[src/rtl/full_subtractor_1bit.sv]
// One-bit full subtractor leaf cell: combinational a - b - bin for ripple-borrow
// chaining, plus a valid-qualified registered copy and a saturating borrow counter.
module full_subtractor_1bit #(
    parameter int unsigned CNT_W   = 8,
    parameter int unsigned REG_OUT = 1
) (
    input  logic             clk,
    input  logic             rst_n,
    input  logic             a,
    input  logic             b,
    input  logic             bin,
    input  logic             in_valid,
    input  logic             cnt_clr,
    output logic             diff,
    output logic             bout,
    output logic             diff_q,
    output logic             bout_q,
    output logic             out_valid,
    output logic [CNT_W-1:0] borrow_cnt
);

    localparam logic [CNT_W-1:0] CNT_MAX = '1;

    // Borrow-chain path: no clock or reset dependence
    assign diff = a ^ b ^ bin;
    assign bout = (~a & b) | (~(a ^ b) & bin);

    generate
        if (REG_OUT != 0) begin : g_reg
            logic diff_r;
            logic bout_r;
            logic valid_r;

            // Result registers hold across invalid cycles; valid drops
            always_ff @(posedge clk or negedge rst_n) begin
                if (!rst_n) begin
                    diff_r  <= 1'b0;
                    bout_r  <= 1'b0;
                    valid_r <= 1'b0;
                end else begin
                    valid_r <= in_valid;
                    if (in_valid) begin
                        diff_r <= diff;
                        bout_r <= bout;
                    end
                end
            end

            assign diff_q    = diff_r;
            assign bout_q    = bout_r;
            assign out_valid = valid_r;
        end else begin : g_comb
            assign diff_q    = diff;
            assign bout_q    = bout;
            assign out_valid = in_valid;
        end
    endgenerate

    logic [CNT_W-1:0] cnt_r;

    // Saturating borrow-event counter; clear wins over increment
    always_ff @(posedge clk or negedge rst_n) begin
        if (!rst_n) begin
            cnt_r <= '0;
        end else if (cnt_clr) begin
            cnt_r <= '0;
        end else if (in_valid && bout && (cnt_r != CNT_MAX)) begin
            cnt_r <= cnt_r + CNT_W'(1);
        end
    end

    assign borrow_cnt = cnt_r;

endmodule

[config.mk]
export PLATFORM = sky130hd
export DESIGN_NAME = full_subtractor_1bit
export DESIGN_NICKNAME = d
export VERILOG_FILES = /design/src/rtl/full_subtractor_1bit.sv
export SDC_FILE = /design/constraint.sdc
export NUM_CORES = 1
export LEC_CHECK = 0
export CAP_MARGIN = 10
export CORE_MARGIN = 1
export CORE_UTILIZATION = 25
export DETAILED_ROUTE_END_ITERATION = 7
export HOLD_SLACK_MARGIN = 0.08
export PLACE_DENSITY = 0.58
export SYNTH_ARGS = -nofsm -noshare
export SYNTH_HDL_FRONTEND = slang
export SYNTH_SLANG_ARGS = --single-unit
[constraint.sdc]
create_clock -name clk -period 5 [get_ports clk]
set_clock_uncertainty 0.15 [all_clocks]
set_input_delay 1 -clock clk [delete_from_list [all_inputs] [get_ports clk]]
set_output_delay 1 -clock clk [all_outputs]
set_load 0.02 [all_outputs]
# Yosys cells after proc, flatten, opt, wreduce, memory -nomap -nowiden

Index checks and enable logic that the tools add are counted.

Shift-type cells: 0
Reductions and logical operators: 3
Divide/modulo/power cells: 0
Multipliers: 0
$lt $le $gt $ge: 0
Eq/ne operators: 1
Muxes and demuxes: 2
Bitwise gates (word level): 7
Add/sub/neg operators: 1

Operators with widths:

| kind                  | number |
|---|---|
| $mux W8               | 2 |
| $add A8 B1 Y8 const B | 1 |
| $ne A8 B8 Y1 const B  | 1 |
| $and A1 B1 Y1         | 2 |
| $logic_and A1 B1 Y1   | 2 |
| $not A1 Y1            | 2 |
| $reduce_bool A2 Y1    | 1 |
| $xor A1 B1 Y1         | 2 |
| $or A1 B1 Y1          | 1 |

Bits in registers: 11
Memories: 0
Bits in read-only memories: 0
Output and inout port bits: 13
RAM bits: 0
Latch bits: 0

# Depth between registers and ports, before layout

Depth in word-level cells: 8
Depth in mapped cells: 5

# Worst setup path before layout

OpenSTA, ideal clock, no wires.

Path type: input to output
Start: input b
End: output diff
Path slack: 2.193 ns
Cell stages on the path: 2
Data arrival time: 1.657 ns
Data required time: 3.850 ns
Cell sequence: inv_1 > fa_1

Cells in the longest elaborated chain, start to end: 2

RTL lines:

| item                       | line | text |
|---|---|---|
| start, declared            | 10   | `input logic b,` |
| $xor A1 B1 Y1 (2 in a row) | 25   | `assign diff = a ^ b ^ bin;` |
| end, declared              | 14   | `output logic diff,` |

Every way passes these cells.

# Worst setup path in the final report

Start: input b
End: output bout

Cells in the longest elaborated chain, start to end: 4

RTL lines:

| item             | line | text |
|---|---|---|
| $xor A1 B1 Y1    | 26   | `assign bout = (~a & b) \| (~(a ^ b) & bin);` |
| $not A1 Y1       | 26   |  |
| $and A1 B1 Y1    | 26   |  |
| $or A1 B1 Y1 (*) | 26   |  |
| end, declared    | 15   | `output logic bout,` |

Every way passes the cells marked *; elsewhere a longest branch is shown, timed or not.

==> results.txt <==
----------------------------------------------------
[Critical path]
  Data arrival time of the worst path ... between 2000 and 3000 ps
  Crit Path Category ... in -> out
  Critical Path Start Type ... input pin
  Worst path required time ... about 3900 ps
  Setup crit end kind ... output pin
  Highest net fanout along the worst path ... 6

[Job]
  Max Cap Violations ... 0

[Timing]
  Fin crit share ... 0.765
  Worst slew slack as a fraction of its limit ... 0.653
  Final hold violations ... 0
  Post-route setup TNS ... 0 ps
  Final number of max-transition violations ... 0
  Final setup violation count ... 0
  Clock period minus worst slack ... between 3000 and 4000 ps
  Setup repair after global routing missed its margin ... no
  Max Clock Freq ... roughly 260 MHz
  Transition time at the pin with the least slew margin ... ~520 ps

[Clock network]
  Clock transition at path regs ... ~80 ps
  CTS Hold Buffers Added ... 0
  TritonCTS buffer count ... 3
  Post_cts resized ... 0
  Number of clock sinks seen by CTS ... 11
  Number of buffers inserted to repair setup after CTS ... 0
  H-tree depth reported by CTS ... 1
  Maximum clock insertion buffer count ... 2
  Clock latency of the later-clocked register in the worst-skew pair ... 270 ps
  Root buffer cell ... sky130_fd_sc_hd__clkbuf_4
  CTS tree ... built

[Yosys]
  Nets in the synthesized netlist ... 68
  Synth Flop Type ... sky130_fd_sc_hd__dfrtp_1
  Number of distinct library cell variants in the gate-level netlist after synthesis ... 30
  Register area share after synthesis ... 0.437
  Seq cells post-synth ... 11
  Synthesis warning total ... 0
  Cell area after synthesis ... approximately 630 um^2
  Synthesized instance count ... between 50 and 60
  Post-synth ARST share ... 1.00
  Avg Synthesized Cell Area ... approximately 11 um^2
  Count of flip-flops with a built-in enable after synthesis ... 0

[Placement]
  Final weighted congestion in routability-driven placement ... between 0.7 and 0.8
  HPWL after DPL ... ~1000 um
  Placed standard-cell area ... approximately 840 um^2
  Number of buffers added on ports ... 19

[Die]
  Height of the die ... about 52 um
  Standard-cell rows ... 17
  I/O Pins ... 20
  Core area ... roughly 0.0023 mm^2
  Die area ... between 0.002 and 0.003 mm^2
  Die width ... around 52 um
  Initial Utilization ... 0.274

[Drt]
  Ratio of routed vias to standard cells ... 5.00
  Number of violations reported at the end of detailed-routing iteration 0 ... 15
  ANT nets after route ... 0
  Final Routed Wirelength ... ~1400 um
  Detailed-route via count ... 540
  Per-cell routed wire length ... approximately 13 um
  Count of unresolved DRC violations after routing ... 0
  Iteration count of the initial detailed-routing pass ... 4

[GRT]
  GRT Util Overall ... 0.120
  Largest net degree at the start of global routing ... 13
  Number of antenna violations at the first check in global routing ... 0
  Global-route wire length before repair ... roughly 2300 um
  Overflow left after global routing ... 0
  Number of global-route vias before repair ... approximately 500

[Power and ir drop]
  IR drop worst, VDD ... about 0.13 mV
  Pwr Density ... 228 mW/mm^2
  Leakage Power ... 0.347 nW

[Finish]
  Area grow syn2layout ... 37.6%
  Most common cell after layout, fill and taps aside ... sky130_fd_sc_hd__clkdlybuf4s50_1
  Layout cells sized above 1 ... 0.100
  Antenna diode count ... 0
  Final net count ... 90
  Commonest cells after routing, fill and taps aside ... sky130_fd_sc_hd__clkdlybuf4s50_1, sky130_fd_sc_hd__dfrtp_1, sky130_fd_sc_hd__inv_1, sky130_fd_sc_hd__nand2b_1, sky130_fd_sc_hd__nor2_1
  Final cell area excluding filler cells ... roughly 870 um^2

[Hold path]
  Worst Hold Class ... reg -> reg

[Run status]
  Run status ... complete, no violations

----------------------------------------------------
==> power breakdown <==
part           total (mW)  switching [mW]  internal (mW)  leakage [nW]
clock              0.0617          0.0308         0.0309        0.0150
combinational      0.0399          0.0197         0.0202         0.185
sequential         0.0963         0.00338         0.0929         0.146
total               0.198          0.0539          0.144         0.347
==> final cells by class <==
class                           instances  area (um^2)
Clock buffer                            4         26.3
Inverter                                6         22.5
Sequential cell                        11          275
Tap cell                               28         35.0
Timing Repair Buffer                   19          190
Multi-Input combinational cell         40          317
Fill cell                             232         1430
==> per-stage QoR <==
step | power (mW) | cells | hold slack [ps] | utilization | setup slack (ps)
6_report | 0.198 | 108 | 359 | 0.377 | 1170
5_1_grt | 0.209 | 108 | 392 | 0.377 | 1110
4_1_cts | 0.201 | 108 | 363 | 0.377 | 1160
3_5_place_dp | 0.138 | 104 | 346 | 0.365 | 1170
3_3_place_gp | 0.138 | 104 | 344 | 0.365 | 1210
2_1_floorplan | 0.117 | 59 | 456 | - | 2190
==> metal layers <==
metal  share of wire  vias to the layer above  track usage
li1                -                      264            -
met1            0.46                      257        0.149
met2            0.47                       17        0.184
met3           0.051                        2       0.0435
met4           0.014                        0       0.0526
met5               0                        -            0
==> worst paths after layout <==
kind,slack (ps),startpoint,cells after the start,endpoint
worst max register to register,3160,borrow_cnt[0],4,borrow_cnt[3]
worst min register to register,360,diff_q,1,diff_q
min in group asynchronous,920,rst_n,1,diff_q
max in group asynchronous,3430,rst_n,1,borrow_cnt[7]
worst min-delay path,360,diff_q,1,diff_q
worst max-delay path,1170,b,5,bout
==> synth_stat cells, drive strengths merged (3+ instances only) <==
| cell type | instances | area, um^2 |
|---|---|---|
| nor2 | 4 | 15.0 |
| dfrtp | 11 | 275 |
| inv | 6 | 22.5 |
| nand2b | 4 | 25.0 |
| mux2 | 3 | 37.5 |
==> registers in the layout, summed over array words and instances, names as in the netlist <==
name / cells
borrow_cnt: 8
bout_q: 1
diff_q: 1
out_valid: 1
==> worst max-delay path: stages <==
cell                              delay [ps]
sky130_fd_sc_hd__clkdlybuf4s50_1         450
sky130_fd_sc_hd__inv_1                    50
sky130_fd_sc_hd__fa_1                    460
sky130_fd_sc_hd__inv_1                   100
sky130_fd_sc_hd__clkdlybuf4s50_1         610
==> logic make-up (layout without fill, tap and decap cells) <==
| group | after synthesis | count (layout) | share of synthesized area |
|---|---|---|---|
| AND/OR/NAND/NOR | 22 | 22 | 0.227 |
| AO/OA/AOI/OAI | 12 | 12 | 0.149 |
| flip-flops | 11 | 11 | 0.437 |
| buffers and inverters | 8 | 29 | 0.0596 |
| multiplexers | 4 | 4 | 0.0755 |
| adder cells (fa/ha/maj) | 2 | 2 | 0.0517 |
(Power assumes the default switching activity.)
